## src/rtl/led_sprite_pkg.sv

```systemverilog
// Shared types and constants for the LED sprite overlay controller.
package led_sprite_pkg;

    typedef enum logic {
        ST_IDLE = 1'b0,
        ST_RUN  = 1'b1
    } state_e;

    localparam int SPRITE_W = 32;
    localparam int SPRITE_H = 32;
    localparam int RGB_W    = 16;
    localparam int COORD_W  = 10;

    typedef logic [COORD_W-1:0] coord_t;

endpackage

```

## src/rtl/led_sprite_pipe.sv

```systemverilog
// Output stage: picks lit/unlit sprite word or background and registers the pixel.
// Macro LED_SPRITE_TRANSPARENT_EN makes ROM word 0 inside a sprite show the background.
module led_sprite_pipe
    import led_sprite_pkg::*;
#(
    parameter logic [RGB_W-1:0] BG_COLOR = 16'h0000
) (
    input  logic             clk,
    input  logic             reset,
    input  logic             act,
    input  logic             lit,
    input  logic             de,
    input  logic [RGB_W-1:0] on_dout,
    input  logic [RGB_W-1:0] off_dout,
    output logic [RGB_W-1:0] rgb,
    output logic             rgb_de
);

    logic [RGB_W-1:0] word;
    logic [RGB_W-1:0] rgb_d, rgb_q;
    logic             rgb_de_q;

    always_comb begin
        word  = lit ? on_dout : off_dout;
        rgb_d = BG_COLOR;
        if (!de) begin
            rgb_d = '0;
        end else if (act) begin
`ifdef LED_SPRITE_TRANSPARENT_EN
            rgb_d = (word == '0) ? BG_COLOR : word;
`else
            rgb_d = word;
`endif
        end
    end

    // stage 3: registered pixel
    always_ff @(posedge clk) begin
        if (reset) begin
            rgb_q    <= '0;
            rgb_de_q <= 1'b0;
        end else begin
            rgb_q    <= rgb_d;
            rgb_de_q <= de;
        end
    end

    assign rgb    = rgb_q;
    assign rgb_de = rgb_de_q;

endmodule

```

## src/rtl/led_sprite_ctrl.sv

```systemverilog
// Draws a row of on/off LED sprites from two shared-address ROMs over a VGA scan.
// Macro LED_SPRITE_TRANSPARENT_EN (see led_sprite_pipe) enables colour-key 0 transparency.
module led_sprite_ctrl
    import led_sprite_pkg::*;
#(
    parameter int               NUM_LEDS = 8,
    parameter int               X0       = 64,
    parameter int               Y0       = 224,
    parameter int               PITCH    = 40,
    parameter logic [RGB_W-1:0] BG_COLOR = 16'h0000
) (
    input  logic                clk,
    input  logic                reset,
    input  logic [COORD_W-1:0]  x,
    input  logic [COORD_W-1:0]  y,
    input  logic                de,
    input  logic [NUM_LEDS-1:0] led_state,
    output logic [9:0]          rom_ad,
    output logic                rom_ce,
    output logic                rom_oce,
    input  logic [RGB_W-1:0]    rom_on_dout,
    input  logic [RGB_W-1:0]    rom_off_dout,
    output logic [RGB_W-1:0]    rgb,
    output logic                rgb_de
);

    localparam coord_t     X0_C     = coord_t'(X0);
    localparam coord_t     Y0_C     = coord_t'(Y0);
    localparam coord_t     Y1_C     = coord_t'(Y0 + SPRITE_H - 1);
    localparam logic [7:0] PITCH_M1 = 8'(PITCH - 1);
    localparam logic [7:0] SPR_LAST = 8'(SPRITE_W - 1);
    localparam logic [7:0] SPR_W8   = 8'(SPRITE_W);
    localparam logic [3:0] LAST_IDX = 4'(NUM_LEDS - 1);

    state_e                state_q, state_d;
    logic [7:0]            p_q, p_d;
    logic [3:0]            idx_q, idx_d, idx_cur;
    logic [4:0]            p_lo;
    logic [4:0]            row;
    logic                  start, act;
    logic [NUM_LEDS-1:0]   frame_q, frame_d;
    logic [15:0]           frame_ext;
    logic [9:0]            rom_ad_q, rom_ad_d;
    logic                  rom_ce_q, rom_ce_d;
    logic                  lit_p1_q, de_p1_q;
    logic                  act_p2_q, lit_p2_q, de_p2_q;

    assign start     = de && (x == X0_C) && (y >= Y0_C) && (y <= Y1_C);
    assign row       = 5'(y - Y0_C);
    assign frame_ext = 16'(frame_q);

    // The start pixel itself is sprite column 0, so p/idx act as 0 there and p resumes at 1.
    always_comb begin
        state_d = state_q;
        p_d     = p_q;
        idx_d   = idx_q;
        p_lo    = p_q[4:0];
        idx_cur = idx_q;
        act     = 1'b0;
        unique case (state_q)
            ST_IDLE: begin
                if (start) begin
                    state_d = ST_RUN;
                    p_lo    = '0;
                    idx_cur = '0;
                    act     = 1'b1;
                    p_d     = 8'd1;
                    idx_d   = '0;
                end
            end
            ST_RUN: begin
                if (!de) begin
                    state_d = ST_IDLE;
                    p_d     = '0;
                    idx_d   = '0;
                end else begin
                    act = (p_q < SPR_W8);
                    if ((idx_q == LAST_IDX) && (p_q == SPR_LAST)) begin
                        state_d = ST_IDLE;
                        p_d     = '0;
                        idx_d   = '0;
                    end else if (p_q == PITCH_M1) begin
                        p_d   = '0;
                        idx_d = idx_q + 4'd1;
                    end else begin
                        p_d = p_q + 8'd1;
                    end
                end
            end
            default: state_d = ST_IDLE;
        endcase

        rom_ce_d = act;
        rom_ad_d = act ? {row, p_lo} : rom_ad_q;
        frame_d  = ((x == '0) && (y == '0)) ? led_state : frame_q;
    end

    // stage 1: ROM address/enable plus control; stage 2 aligns control with ROM output
    always_ff @(posedge clk) begin
        if (reset) begin
            state_q  <= ST_IDLE;
            p_q      <= '0;
            idx_q    <= '0;
            frame_q  <= '0;
            rom_ad_q <= '0;
            rom_ce_q <= 1'b0;
            de_p1_q  <= 1'b0;
            act_p2_q <= 1'b0;
            de_p2_q  <= 1'b0;
        end else begin
            state_q  <= state_d;
            p_q      <= p_d;
            idx_q    <= idx_d;
            frame_q  <= frame_d;
            rom_ad_q <= rom_ad_d;
            rom_ce_q <= rom_ce_d;
            de_p1_q  <= de;
            act_p2_q <= rom_ce_q;
            de_p2_q  <= de_p1_q;
        end
    end

    always_ff @(posedge clk) begin
        lit_p1_q <= frame_ext[idx_cur];
        lit_p2_q <= lit_p1_q;
    end

    assign rom_ad  = rom_ad_q;
    assign rom_ce  = rom_ce_q;
    assign rom_oce = 1'b1;

    led_sprite_pipe #(
        .BG_COLOR (BG_COLOR)
    ) u_pipe (
        .clk      (clk),
        .reset    (reset),
        .act      (act_p2_q),
        .lit      (lit_p2_q),
        .de       (de_p2_q),
        .on_dout  (rom_on_dout),
        .off_dout (rom_off_dout),
        .rgb      (rgb),
        .rgb_de   (rgb_de)
    );

endmodule

```

## config.mk

```make
export PLATFORM = sky130hd
export DESIGN_NAME = led_sprite_ctrl
export DESIGN_NICKNAME = d
export VERILOG_FILES = /design/src/rtl/led_sprite_pkg.sv /design/src/rtl/led_sprite_pipe.sv /design/src/rtl/led_sprite_ctrl.sv
export SDC_FILE = /design/constraint.sdc
export NUM_CORES = 1
export LEC_CHECK = 0
export BUFFER_PORTS_ARGS = -buffer_cell sky130_fd_sc_hd__buf_2
export CAP_MARGIN = 10
export CELL_PAD_IN_SITES_DETAIL_PLACEMENT = 2
export CELL_PAD_IN_SITES_GLOBAL_PLACEMENT = 2
export CORE_ASPECT_RATIO = 1.1
export CORE_MARGIN = 4
export CORE_UTILIZATION = 29
export CTS_BUF_LIST = sky130_fd_sc_hd__clkbuf_8
export CTS_CLUSTER_DIAMETER = 150
export DETAILED_ROUTE_END_ITERATION = 10
export HOLD_SLACK_MARGIN = 0.08
export PLACE_DENSITY_LB_ADDON = 0.12
export SLEW_MARGIN = 20
export SYNTH_ARGS = -nofsm -noshare
export SYNTH_HDL_FRONTEND = slang
export SYNTH_HIERARCHICAL = 1
export SYNTH_SLANG_ARGS = --single-unit
```

## constraint.sdc

```tcl
create_clock -name clk -period 2.8 [get_ports clk]
set_clock_uncertainty 0.2 [all_clocks]
set_input_delay 0.28 -clock clk [delete_from_list [all_inputs] [get_ports clk]]
set_output_delay 0.28 -clock clk [all_outputs]
set_load 0.01 [all_outputs]
```

Word-level counts from Yosys, hierarchy flattened
Index checks and enable logic that the tools add are counted.
{"block": "op_classes", "mux": 22, "n_eq_ne": 6, "bitwise_logic": 3, "reduce_logical": 8, "addsub": 3, "order_cmp": 4}
{"cell": "2-to-1 mux 8 bit", "count": 4}
{"cell": "zero test 10 bit", "count": 2}
{"cell": "2-to-1 mux 4 bit", "count": 5}
{"cell": "2-to-1 mux 16 bit", "count": 1}
{"cell": "case mux 8 bit (2 select lines)", "count": 1}
{"cell": "equality test 10 x 7 -> 1 bit, second input constant", "count": 1}
{"cell": "greater-or-equal comparator 10 x 8 -> 1 bit, second input constant", "count": 1}
{"cell": "<= comparator 10 x 8 -> 1 bit, second input constant", "count": 1}
{"cell": "2-to-1 mux 5 bit", "count": 2}
{"cell": "adder 8 x 1 -> 8 bit, second input constant", "count": 1}
{"cell": "equality test 8 x 5 -> 1 bit, second input constant", "count": 1}
{"cell": "equality test 8 x 6 -> 1 bit, second input constant", "count": 1}
{"cell": "less-than comparator 8 x 6 -> 1 bit, second input constant", "count": 1}
{"cell": "case mux 4 bit (2 select lines)", "count": 1}
{"cell": "logical AND 1 bit", "count": 5}
{"cell": "less-than comparator 4 x 5 -> 1 bit, second input constant", "count": 1}
{"cell": "2-to-1 mux 1 bit", "count": 5}
{"cell": "subtractor 5 x 1 -> 5 bit, second input constant", "count": 1}
{"cell": "adder 4 x 1 -> 4 bit, second input constant", "count": 1}
{"cell": "binary-select mux 1 bit (select 4 bit)", "count": 1}
{"cell": "equality test 4 x 3 -> 1 bit, second input constant", "count": 1}
{"cell": "!= test 4 x 2 -> 1 bit, second input constant", "count": 1}
{"cell": "case mux 1 bit (2 select lines)", "count": 2}
{"cell": "inverter 1 bit", "count": 3}
{"cell": "2 further kinds", "count": 2}
{"block": "word_totals", "wordCells": 59, "register_bits": 54, "input_bits": 63, "out_inout_bits": 29}

Depth between registers and ports, before layout
{"block": "logic_depth", "depth_word": 8, "ltp_mapped": 7, "ltp_nobuf": 6}

Cells and area by module
Netlist, hierarchy kept.
{"mod": "led_sprite_ctrl", "seq_area_each_um2": 740.7, "area_each_um2": 1645.3, "cells_each": 173, "instances": 1}
{"mod": "led_sprite_pipe", "seq_area_each_um2": 340.3, "area_each_um2": 623.1, "cells_each": 54, "instances": 1}

Worst setup path after synthesis
Ideal clock, no wire load.
{"block": "synth_path", "path_kind": "input -> register", "from": "input port x[4]", "to": "register rom_ad_q[8] (netlist: rom_ad[8])", "setup_time_ns": 0.128, "n_path_buf": 0, "arrival_ns": 1.824, "path_slack_ns": 0.648, "required_ns": 2.472, "path_stages": 5, "cell_sequence": "or4_4 -> or4_4 -> o21bai_4 -> mux2i_1 -> nor2_1"}
{"block": "synth_via", "elab_chain_cells": 6}
{"item": "from (decl)", "line_no": "led_sprite_ctrl.sv:14", "text": "input logic [COORD_W-1:0] x,"}
{"item": "equality test 10 x 7 -> 1 bit", "line_no": "led_sprite_ctrl.sv:48", "text": "assign start = de && (x == X0_C) && (y >= Y0_C) && (y <= Y1_C);"}
{"item": "logical AND 1 bit (3 in series)", "line_no": "led_sprite_ctrl.sv:48"}
{"item": "2-to-1 mux 1 bit", "line_no": "led_sprite_ctrl.sv:62", "text": "if (start) begin"}
{"item": "case mux 1 bit (2 select lines)", "line_no": "led_sprite_ctrl.sv:60", "text": "unique case (state_q)"}
{"item": "to (signal assigned)", "line_no": "led_sprite_ctrl.sv:115", "text": "rom_ad_q <= rom_ad_d;"}
{"item": "to (decl)", "line_no": "led_sprite_ctrl.sv:43", "text": "logic [9:0] rom_ad_q, rom_ad_d;"}
Every way passes these cells.
A chain may end at the register's enable or synchronous reset.

Worst setup path after layout
{"block": "layout_path", "from": "input port de", "to": "register rom_ad_q[5] (netlist: rom_ad[5])"}
{"block": "layout_via", "elab_chain_cells": 5, "word_cells_on_any_way": 6, "classes_between": "3 x mux; 3 x reduce/logical"}
{"item": "from (decl)", "line_no": "led_sprite_ctrl.sv:16", "text": "input logic de,"}
{"item": "logical AND 1 bit (3 in series)", "line_no": "led_sprite_ctrl.sv:48"}
{"item": "2-to-1 mux 1 bit", "line_no": "led_sprite_ctrl.sv:62"}
{"item": "case mux 1 bit (2 select lines) *", "line_no": "led_sprite_ctrl.sv:60"}
Every way passes the cells marked *; elsewhere a longest branch is shown, timed or not.

==> impl_metrics.env <==
export IMPL_outcome="complete, no violations"
export IMPL_hpwl_after_dpl_um=4995
export IMPL_drive_gt1_frac=0.3104
export IMPL_setup_slack_ns=0.4804
export IMPL_ctsLongestPathBuffers=2
export IMPL_grt_setup_unrepaired="false"
export IMPL_power_share_switching=0.2309
export IMPL_path_cells="dlygate4sd3_1, buf_2, nand4_1, or4_4, o21bai_4, mux2i_1, nor2_1"
export IMPL_grt_first_pass_wirelength_um=13850
export IMPL_ys_warn_count=6
export IMPL_power_frac_comb=0.097
export IMPL_path_max_fanout=6
export IMPL_synth_top_area_share=0.4766
export IMPL_dieWidth_um=92.33
export IMPL_vias=2238
export IMPL_cts_made_buffers=5
export IMPL_finish_net_count=429
export IMPL_ir_worst_vdd_mv=0.1728
export IMPL_synthesis_nets=292
export IMPL_grt_pass1_vias=2588
export IMPL_data_arrival_at_the_endpoint_of_the_critical_path_ns=2.30
export IMPL_grt_start_max_net_pins=31
export IMPL_cts_post_setup_buffers_inserted=0
export IMPL_async_reset_ff_frac=0
export IMPL_place_port_buffers=90
export IMPL_critPathRequiredTime_ns=2.78
export IMPL_synth_distinct_cells=44
export IMPL_place_worst_setup_slack_ns=0.3381
export IMPL_critical_path_s_slowest_cell="sky130_fd_sc_hd__or4_4"
export IMPL_report_final_slew_viol_count=0
export IMPL_track_usage=0.1927
export IMPL_p_int_mw=1.020
export IMPL_tightest_slew_ns=0.9430
export IMPL_synth_commonest_cells="sky130_fd_sc_hd__dfxtp_1 (54), sky130_fd_sc_hd__nor2_1 (38), sky130_fd_sc_hd__mux2i_1 (35), sky130_fd_sc_hd__o21ai_0 (8)"
export IMPL_floorplan_initialDensity=0.3002
export IMPL_die_area_um2=9303
export IMPL_cts_root_buf="sky130_fd_sc_hd__clkbuf_8"
export IMPL_slew_headroom=0.3705
export IMPL_cts_sink_count=54
export IMPL_synthTopCellsByArea="sky130_fd_sc_hd__dfxtp_1 (48%), sky130_fd_sc_hd__mux2i_1 (15%), sky130_fd_sc_hd__nor2_1 (6.3%)"
export IMPL_final_fill_count=846
export IMPL_drt_initial_drc_count=28
export IMPL_placement_rows=33
export IMPL_min_path_type="flip-flop to flip-flop"
export IMPL_netlist_area_um2=2268
export IMPL_timing_setup_tns_ns=0
export IMPL_final_hold_violation_count=0
export IMPL_crit_family="simple AND/OR/NAND/NOR gates"
export IMPL_timing_fmax_mhz=431.1
export IMPL_finalCritPeriodShare=0.8284
export IMPL_antenna_found_initial=1
export IMPL_worst_path_largest_cell_delay_ns=0.60
export IMPL_drtAntennaViolNets=0
export IMPL_crit_start="de"
export IMPL_ys_ff_latch=54
export IMPL_cp_num_buf_inv=2
export IMPL_die_height_um=100.8
export IMPL_route_detailed_wl_per_inst_um=18.30
export IMPL_pwr_share_seq=0.581
export IMPL_routed_via_density=4.762
export IMPL_holdCritStartpoint="lit_p1_q"
export IMPL_ys_flop_type="sky130_fd_sc_hd__dfxtp_1"
export IMPL_p_leak_nw=1.454
export IMPL_area_growth_syn_to_layout_pct=48.43
export IMPL_maxCapViolations=0
export IMPL_endpoint_kind="flip-flop"
export IMPL_synthMostInstantiatedCell="sky130_fd_sc_hd__dfxtp_1"
export IMPL_synth_top_cell_by_area="sky130_fd_sc_hd__dfxtp_1"
export IMPL_drt_pass1_iter_count=4
export IMPL_synth_seq_area_share=0.4766
export IMPL_clock_tree_htree_level_count=2
export IMPL_clockPowerShare=0.323
export IMPL_worstSetupStartpointType="primary input"
export IMPL_synth_avg_cell_area_um2=9.993
export IMPL_power_switching_mw=0.3062
export IMPL_globalRoute_totalOverflow=0
export IMPL_timing_final_crit_period_ns=2.320
export IMPL_synth_edff_count=0
export IMPL_syn_instance_count=227
export IMPL_drt_total_wl_um=8601
export IMPL_detail_route_drc_violations=0
export IMPL_crit_reg2reg_launch="lit_p2_q"
export IMPL_powerDensity_nw_per_um2=393.9
export IMPL_boundaryPins=92
export IMPL_worst_skew_pair_late_latency_ns=0.30
export IMPL_finalSetupViolCount=0
export IMPL_gp_congestion=0.7047
export IMPL_clock_tree_from_tritoncts="yes"
export IMPL_path_clk_slew_ns=0.09
export IMPL_core_region_area_um2=7556
export IMPL_critPathKind="primary input to flip-flop"
==> layer usage <==
layer / GRT usage / routed length (µm) / up-vias
met4: 0.07314 / 238 / 0
met5: 0 / 0 / -
li1: - / - / 1079
met2: 0.3862 / 4897 / 58
met3: 0.03286 / 267 / 12
met1: 0.1957 / 3198 / 1089
==> placed cells by master (no fill, tap or decap), types with 3 or more instances in the layout <==
cell type / synthesis / layout
sky130_fd_sc_hd__buf_2: 3 / 90
sky130_fd_sc_hd__a22o_1: 6 / 6
sky130_fd_sc_hd__buf_4: 1 / 6
sky130_fd_sc_hd__a21o_1: 3 / 3
sky130_fd_sc_hd__and3_1: 3 / 3
sky130_fd_sc_hd__clkbuf_8: 0 / 5
sky130_fd_sc_hd__o21ai_0: 8 / 8
sky130_fd_sc_hd__nand3_1: 6 / 6
sky130_fd_sc_hd__nor2b_1: 5 / 5
sky130_fd_sc_hd__nand2_1: 7 / 7
sky130_fd_sc_hd__dlygate4sd3_1: 0 / 46
sky130_fd_sc_hd__nor2_1: 38 / 38
sky130_fd_sc_hd__dfxtp_1: 54 / 54
sky130_fd_sc_hd__mux2i_1: 35 / 35
sky130_fd_sc_hd__inv_1: 2 / 3
sky130_fd_sc_hd__a31oi_1: 3 / 3
sky130_fd_sc_hd__nor3_1: 7 / 6
sky130_fd_sc_hd__nor4_1: 3 / 3
sky130_fd_sc_hd__a21oi_1: 6 / 6
==> power groups by stage <==
| stage | logic (mW) | registers (mW) | clock network, mW |
|---|---|---|---|
| final | 0.129 | 0.770 | 0.428 |
| after global routing | 0.140 | 0.770 | 0.478 |
| after CTS | 0.121 | 0.770 | 0.443 |
| after detailed placement | 0.0711 | 0.788 | 0 |
| after global placement | 0.0694 | 0.788 | 0 |
| after floorplan | 0.0217 | 0.788 | 0 |
==> cells by family after synthesis <==
group / Yosys count / share of synthesized area
AND/OR/NAND/NOR: 86 / 0.2041
flip-flops: 54 / 0.4766
multiplexers: 36 / 0.1644
AO/OA/AOI/OAI: 32 / 0.09763
buffers and inverters: 14 / 0.03696
adder cells (fa/ha/maj): 2 / 0.01103
XOR/XNOR: 2 / 0.007723
other: 1 / 0.001653
==> metrics by stage <==
| stage | hold slack (ns) | std cells | area (µm²) | power (mW) | util |
|---|---|---|---|---|---|
| global placement | 0.1119 | 416 | 2819 | 0.8570 | 0.3731 |
| global route | 0.1462 | 470 | 3367 | 1.388 | 0.4456 |
| detailed placement | 0.1151 | 416 | 2819 | 0.8588 | 0.3731 |
| finish | 0.1354 | 470 | 3367 | 1.326 | 0.4456 |
| floorplan | 0.1096 | 227 | 2268 | 0.8095 | - |
| CTS | 0.1388 | 469 | 3359 | 1.335 | 0.4446 |
==> area by class of cell <==
cell class / instances / area, µm² / area share
antenna: 1 / 2.502 / 0.0007432
clock buffer: 5 / 68.82 / 0.02044
clock inverter: 2 / 11.26 / 0.003344
inverter: 2 / 7.507 / 0.002230
multi-input combinational: 159 / 1109 / 0.3292
sequential: 54 / 1081 / 0.3211
tap: 105 / 131.4 / 0.03902
timing repair buffer: 142 / 955.9 / 0.2839
==> state kept, by name, summed over array words and instances, names as in the netlist <==
| signal | cells |
|---|---|
| idx_q | 4 |
| de_p2_q | 1 |
| de_p1_q | 1 |
| rom_ce | 1 |
| p_q | 8 |
| state_q | 1 |
| u_pipe/rgb | 16 |
| rom_ad | 10 |
| act_p2_q | 1 |
| frame_q | 8 |
| lit_p1_q | 1 |
| u_pipe/rgb_de | 1 |
| lit_p2_q | 1 |
==> final timing paths <==
kind	endpoint	slack, ns	cells past startpoint
max	rom_ad[5]	0.48	7
min	lit_p2_q	0.14	0
max reg2reg	u_pipe/rgb[11]	0.57	3
min reg2reg	lit_p2_q	0.14	0
==> what timing repair did <==
item | in CTS | in global routing
hold buffers | 46 | 0
hold endpoints to repair | 30 | 0
resized for setup | 0 | 0
Note: power is estimated with default switching activity, not from simulation.
